### config.mk
export PLATFORM = sky130hd
export DESIGN_NAME = nibble_serial_add_seq
export DESIGN_NICKNAME = d
export VERILOG_FILES = /design/src/rtl/nibble_serial_add_seq.sv
export SDC_FILE = /design/constraint.sdc
export NUM_CORES = 1
export LEC_CHECK = 0
export ABC_AREA = 1
export ABC_CLOCK_PERIOD_IN_PS = 1500
export BUFFER_PORTS_ARGS = -buffer_cell sky130_fd_sc_hd__clkbuf_2
export CORE_MARGIN = 2
export CORE_UTILIZATION = 45
export CTS_CLUSTER_SIZE = 25
export DETAILED_ROUTE_END_ITERATION = 8
export GPL_TIMING_DRIVEN = 0
export PLACE_DENSITY_LB_ADDON = 0.15
export SKIP_CTS_REPAIR_TIMING = 1
export SKIP_LAST_GASP = 1
export SYNTH_ARGS = -nofsm -noshare
export SYNTH_HDL_FRONTEND = slang
export SYNTH_SLANG_ARGS = --single-unit
### constraint.sdc
create_clock -name clk -period 1.5 [get_ports clk]
set_input_delay 0.3 -clock clk [delete_from_list [all_inputs] [get_ports clk]]
set_output_delay 0.3 -clock clk [all_outputs]
set_load 0.01 [all_outputs]
### src/rtl/nibble_serial_add_seq.sv
// Nibble-serial adder: streams W-bit operands through an external 4-bit
// CLA stage one nibble per cycle, with valid/ready handshakes on both sides.
module nibble_serial_add_seq #(
  parameter int N_NIBBLES = 4
) (
  input  logic                   clk,
  input  logic                   rst,
  input  logic                   in_valid,
  output logic                   in_ready,
  input  logic [4*N_NIBBLES-1:0] a,
  input  logic [4*N_NIBBLES-1:0] b,
  input  logic                   cin,
  output logic [3:0]             cla_a,
  output logic [3:0]             cla_b,
  output logic                   cla_cin,
  input  logic [3:0]             cla_sum,
  input  logic                   cla_cout,
  output logic                   out_valid,
  input  logic                   out_ready,
  output logic [4*N_NIBBLES-1:0] sum,
  output logic                   cout,
  output logic                   ovf,
  output logic                   busy
);

  localparam int W  = 4 * N_NIBBLES;
  localparam int IW = (N_NIBBLES > 1) ? $clog2(N_NIBBLES) : 1;

  typedef enum logic [1:0] {
    IDLE = 2'd0,
    RUN  = 2'd1,
    DONE = 2'd2
  } state_t;

  state_t          state_q, state_d;
  logic [W-1:0]    a_q, a_d;
  logic [W-1:0]    b_q, b_d;
  logic            cin_q, cin_d;
  logic            carry_q, carry_d;
  logic [IW-1:0]   idx_q, idx_d;
  logic [W-1:0]    sum_q, sum_d;
  logic            cout_q, cout_d;
  logic            ovf_q, ovf_d;

  logic [IW+1:0]   sh;
  logic [W-1:0]    a_sh;
  logic [W-1:0]    b_sh;
  logic [W-1:0]    nib_mask;
  logic            last;

  // Bit offset of the current nibble inside the operand registers.
  assign sh       = {idx_q, 2'b00};
  assign a_sh     = a_q >> sh;
  assign b_sh     = b_q >> sh;
  assign nib_mask = W'(4'hF) << sh;
  assign last     = (idx_q == IW'(N_NIBBLES - 1));

  always_comb begin
    state_d   = state_q;
    a_d       = a_q;
    b_d       = b_q;
    cin_d     = cin_q;
    carry_d   = carry_q;
    idx_d     = idx_q;
    sum_d     = sum_q;
    cout_d    = cout_q;
    ovf_d     = ovf_q;
    in_ready  = 1'b0;
    out_valid = 1'b0;
    cla_a     = 4'h0;
    cla_b     = 4'h0;
    cla_cin   = 1'b0;
    unique case (state_q)
      IDLE: begin
        in_ready = 1'b1;
        if (in_valid) begin
          a_d     = a;
          b_d     = b;
          cin_d   = cin;
          idx_d   = '0;
          state_d = RUN;
        end
      end
      RUN: begin
        cla_a   = a_sh[3:0];
        cla_b   = b_sh[3:0];
        cla_cin = (idx_q == '0) ? cin_q : carry_q;
        sum_d   = (sum_q & ~nib_mask) | (W'(cla_sum) << sh);
        carry_d = cla_cout;
        if (last) begin
          cout_d  = cla_cout;
          ovf_d   = (a_q[W-1] == b_q[W-1]) &
                    (cla_sum[3] != a_q[W-1]);
          idx_d   = '0;
          state_d = DONE;
        end else begin
          idx_d = idx_q + 1'b1;
        end
      end
      DONE: begin
        out_valid = 1'b1;
        if (out_ready) state_d = IDLE;
      end
      default: state_d = IDLE;
    endcase
  end

  always_ff @(posedge clk) begin
    if (rst) begin
      state_q <= IDLE;
      a_q     <= '0;
      b_q     <= '0;
      cin_q   <= 1'b0;
      carry_q <= 1'b0;
      idx_q   <= '0;
      sum_q   <= '0;
      cout_q  <= 1'b0;
      ovf_q   <= 1'b0;
    end else begin
      state_q <= state_d;
      a_q     <= a_d;
      b_q     <= b_d;
      cin_q   <= cin_d;
      carry_q <= carry_d;
      idx_q   <= idx_d;
      sum_q   <= sum_d;
      cout_q  <= cout_d;
      ovf_q   <= ovf_d;
    end
  end

  assign sum  = sum_q;
  assign cout = cout_q;
  assign ovf  = ovf_q;
  assign busy = (state_q != IDLE);

endmodule
# ---- Yosys cells after proc, flatten, opt, wreduce, memory -nomap -nowiden
# Index checks and enable logic that the tools add are counted.
dict set report word_totals {
  ff_bits 56
  in_bits 42
  out_inout_bits 30
}
dict set report op_classes {
  add_sub_neg 1
  n_eq_ne 8
  shifts 4
  muxes 13
  n_bitwise 4
  reduce_logical 8
}
# operator count
set ops {}
lappend ops {{$shr 16x4->4} 2}
lappend ops {{$and 16x16->16} 1}
lappend ops {{$not 16->16} 1}
lappend ops {{$or 16x16->16} 1}
lappend ops {{$shl 4x4->16} 1}
lappend ops {{$shl 4x4->16 const A} 1}
lappend ops {{$mux 2} 5}
lappend ops {{$mux 4} 2}
lappend ops {{$ne 2x2->1 const B} 3}
lappend ops {{$pmux 2 s3} 1}
lappend ops {{$reduce_and 2->1} 3}
lappend ops {{$eq 2x2->1 const B} 2}
lappend ops {{$logic_not 2->1} 2}
lappend ops {{$mux 1} 4}
lappend ops {{$pmux 2 s2} 1}
lappend ops {{$reduce_bool 2->1} 2}
lappend ops {{$reduce_and 3->1} 1}
lappend ops {{$add 2x1->2 const B} 1}
lappend ops {{$eq 2x1->1 const B} 1}
lappend ops {{$and 1x1->1} 1}
lappend ops {{$eq 1x1->1} 1}
lappend ops {{$ne 1x1->1} 1}

# ---- Depth between registers and ports, before layout
dict set report depth {
  depth_word 4
  ltp_mapped 8
  mapped_depth_nobuf 6
}

# ---- Worst setup path before layout
# No wires, ideal clock.
dict set report synth_timing {
  kind {register to output}
  from {register idx_q[1]}
  to {output cla_cin}
  arrival_time_ps 1164
  t_required_ps 1200
  setup_slack_ps 36
  stages_incl_launch_ff 7
  path_buffers 1
  path_cell_list {dfxtp_1 > inv_1 > buf_2 > ha_1 > nor2_1 > a21oi_1 > nor2_1}
}
dict set report synth_via {
  elab_chain_cells 3
}
# item line_no
set synth_lines {}
lappend synth_lines {{from (decl)} 40} ;# logic [IW-1:0] idx_q, idx_d;
lappend synth_lines {{from (signal assigned)} 125} ;# idx_q <= idx_d;
lappend synth_lines {{$logic_not 2->1} 87} ;# cla_cin = (idx_q == '0) ? cin_q : carry_q;
lappend synth_lines {{$mux 1} 87}
lappend synth_lines {{$mux 1} 73} ;# unique case (state_q)
lappend synth_lines {{to (decl)} 15} ;# output logic cla_cin,
# Every way passes these cells.

# ---- Worst setup path in the final report
# Ends and elaborated chain as after synthesis.

==> results.toml <==
[run_status]
run_status = "finished with violations"
violations = "setup timing"

[clocking]
cts_max_path_buffers = 2
h-tree-depth = 2
clk_latency_ns = 0.31
cts_made_buffers = 5
cts_sinks = 56
cts-root-buf = "clkbuf_8"
tritoncts = "yes"
clk_pin_slew_ns = 0.09

[placement]
io_buffers = 71
gp_congestion = 0.8477
placed_cells = 508
dp_hpwl_um = 4535

[floorplanning]
core.rowCount = 27
fp.dieW_um = 79.02
die_area_um2 = 6243
start_util = 0.4627
core_area_um2 = 5473
dieHeight_um = 79.02
io_pins = 72

[final_layout]
layout-drive-gt1-share = 0.3326
final_common_cell = "nor2_1"
most-common-layout-cells = "nor2_1, clkbuf_2, nand2_1, dfxtp_1, o21ai_0"
utilization = 0.6372
num_antenna_cells = 0
fin_nets = 512
synthToLayoutAreaGrowth_pct = 37.70
final_cells = 538

[sta]
tightest_slew_ns = 0.4584
worst_slack_ns = -0.2564
fin_crit_ns = 1.756
max_slew_margin = 0.6944
final-max-slew-violation-count = 0
clock-skew-final_ns = 0.01101
max_clock_freq_mhz = 569.4
finalHoldViolCount = 0
rsz0062_at_grt = "yes"
finalCritPeriodShare = 1.171
timing.hold.ws_ns = 0.2207
setup_viol = 10

[setup_path]
worstPathArrival_ns = 1.46
path_cells = "inv_8 -> buf_8 -> ha_4 -> nor2_4 -> a21oi_2 -> nor2_2 -> buf_2"
crit_path_max_fanout = 7
cp_slowest_stage_delay_ns = 0.42
cp.required_ns = 1.20
crit_path_end_kind = "output pin"
ff2ff_setup_slack_ns = 0.12
critPathLaunchType = "flip-flop"
crit_type = "reg -> out"
crit_slowest_cell = "dfxtp_4"

[detailed_routing]
routed_via_density = 4.816
drtIter0Drc = 214
wl_per_cell_um = 12.58
vias = 2591
drt_wl_total_um = 6766
drc_errors = 0
dr.pass1.iters = 4
antenna_left = 0

[yosys]
ys_seq_area_frac = 0.4427
synth_edf_count = 0
synth_ff_type = "dfxtp_1"
synth.avg_cell_area_um2 = 6.938
yosys_warnings = 0
synth_cell_types = 20
synth_nets = 411
synth-seq-cells = 56
netlist_area_um2 = 2532
synth-async-reset-ratio = 0
syn_inst = 365

[grt]
grt_max_degree = 16
grtUsageTotal = 0.2015
grt_pass1_vias = 2147
antenna_found_initial = 0
overflow = 0
grt_pass1_wl_um = 9936

[pwr]
p_leak_nw = 1.630
cellPowerDensity_nw_per_um2 = 902.2
vdd.ir_drop.worst_mv = 0.5257

[run]
cap_violations = 0

[hold_path]
min_path_type = "in -> reg"
==> through the flow <==
| step | area [um2] | TNS, ns | total power (W) | setup WS [ns] |
|---|---|---|---|---|
| floorplan | 2532 | 0 | 0.002031 | 0.03558 |
| CTS | 3055 | -4.259 | 0.002987 | -0.5995 |
| global placement | 2978 | -0.9591 | 0.002209 | -0.2401 |
| global route | 3487 | -2.682 | 0.003311 | -0.3265 |
| detailed placement | 2978 | -1.114 | 0.002217 | -0.2472 |
| finish | 3487 | -1.951 | 0.003146 | -0.2564 |
==> flip-flops by register name, summed over array words and instances (netlist names) <==
register and count:
b_q 16, idx_q 2, state_q 2, sum 16
cout 1, ovf 1, cin_q 1, carry_q 1
a_q 16
==> Yosys cell counts (2+ instances only) <==
library cell,n,area share
nor2_1,78,0.12
nand2_1,65,0.096
dfxtp_1,56,0.44
o21ai_0,40,0.079
inv_1,34,0.050
nand3_1,29,0.057
a21oi_1,25,0.049
buf_6,7,0.031
buf_2,6,0.012
o21ai_1,6,0.012
clkbuf_1,5,0.0074
ha_1,4,0.020
inv_2,2,0.0030
nand2_2,2,0.0049
==> worst max-delay path: cells and delay by family, from the launching register on <==
kind,cells,cell delay [ns]
flip-flops,1,0.42
buffers and inverters,3,0.33
AND/OR/NAND/NOR,2,0.20
adder cells (fa/ha/maj),1,0.17
AO/OA/AOI/OAI,1,0.04
==> power by group <==
part | internal, W | leakage [nW] | switching, W
Sequential | 0.00158 | 0.463 | 0.0000539
Combinational | 0.000334 | 1.13 | 0.000400
Clock | 0.000319 | 0.0410 | 0.000460
==> cell families after synthesis <==
kind of cell,synth area share
AO/OA/AOI/OAI,0.1403
buffers and inverters,0.1117
AND/OR/NAND/NOR,0.2856
flip-flops,0.4427
adder cells (fa/ha/maj),0.01976
==> layer usage <==
| metal | routed length (um) | GRT usage |
|---|---|---|
| met1 | 3085 | 0.2918 |
| met2 | 3248 | 0.3093 |
| met3 | 396 | 0.03750 |
| met4 | 36 | 0.05172 |
| met5 | 0 | 0 |
==> area by class of cell <==
type | count | area, um2
buffer | 20 | 193.9
timing repair buffer | 94 | 565.5
multi-input combinational | 252 | 1270
sequential | 56 | 1134
clock buffer | 6 | 72.57
fill | 513 | 1986
inverter | 37 | 156.4
tap | 72 | 90.09
clock inverter | 1 | 5.005
==> path summary, 6_finish.rpt <==
path / from / to / cells past startpoint
setup reg to reg: state_q[0] / a_q[11] / 7
hold reg to reg: sum[13] / sum[13] / 2
setup / recovery: idx_q[1] / cla_cin / 7
hold / removal: a[0] / a_q[0] / 3
Power figures use the tool's default switching activity.
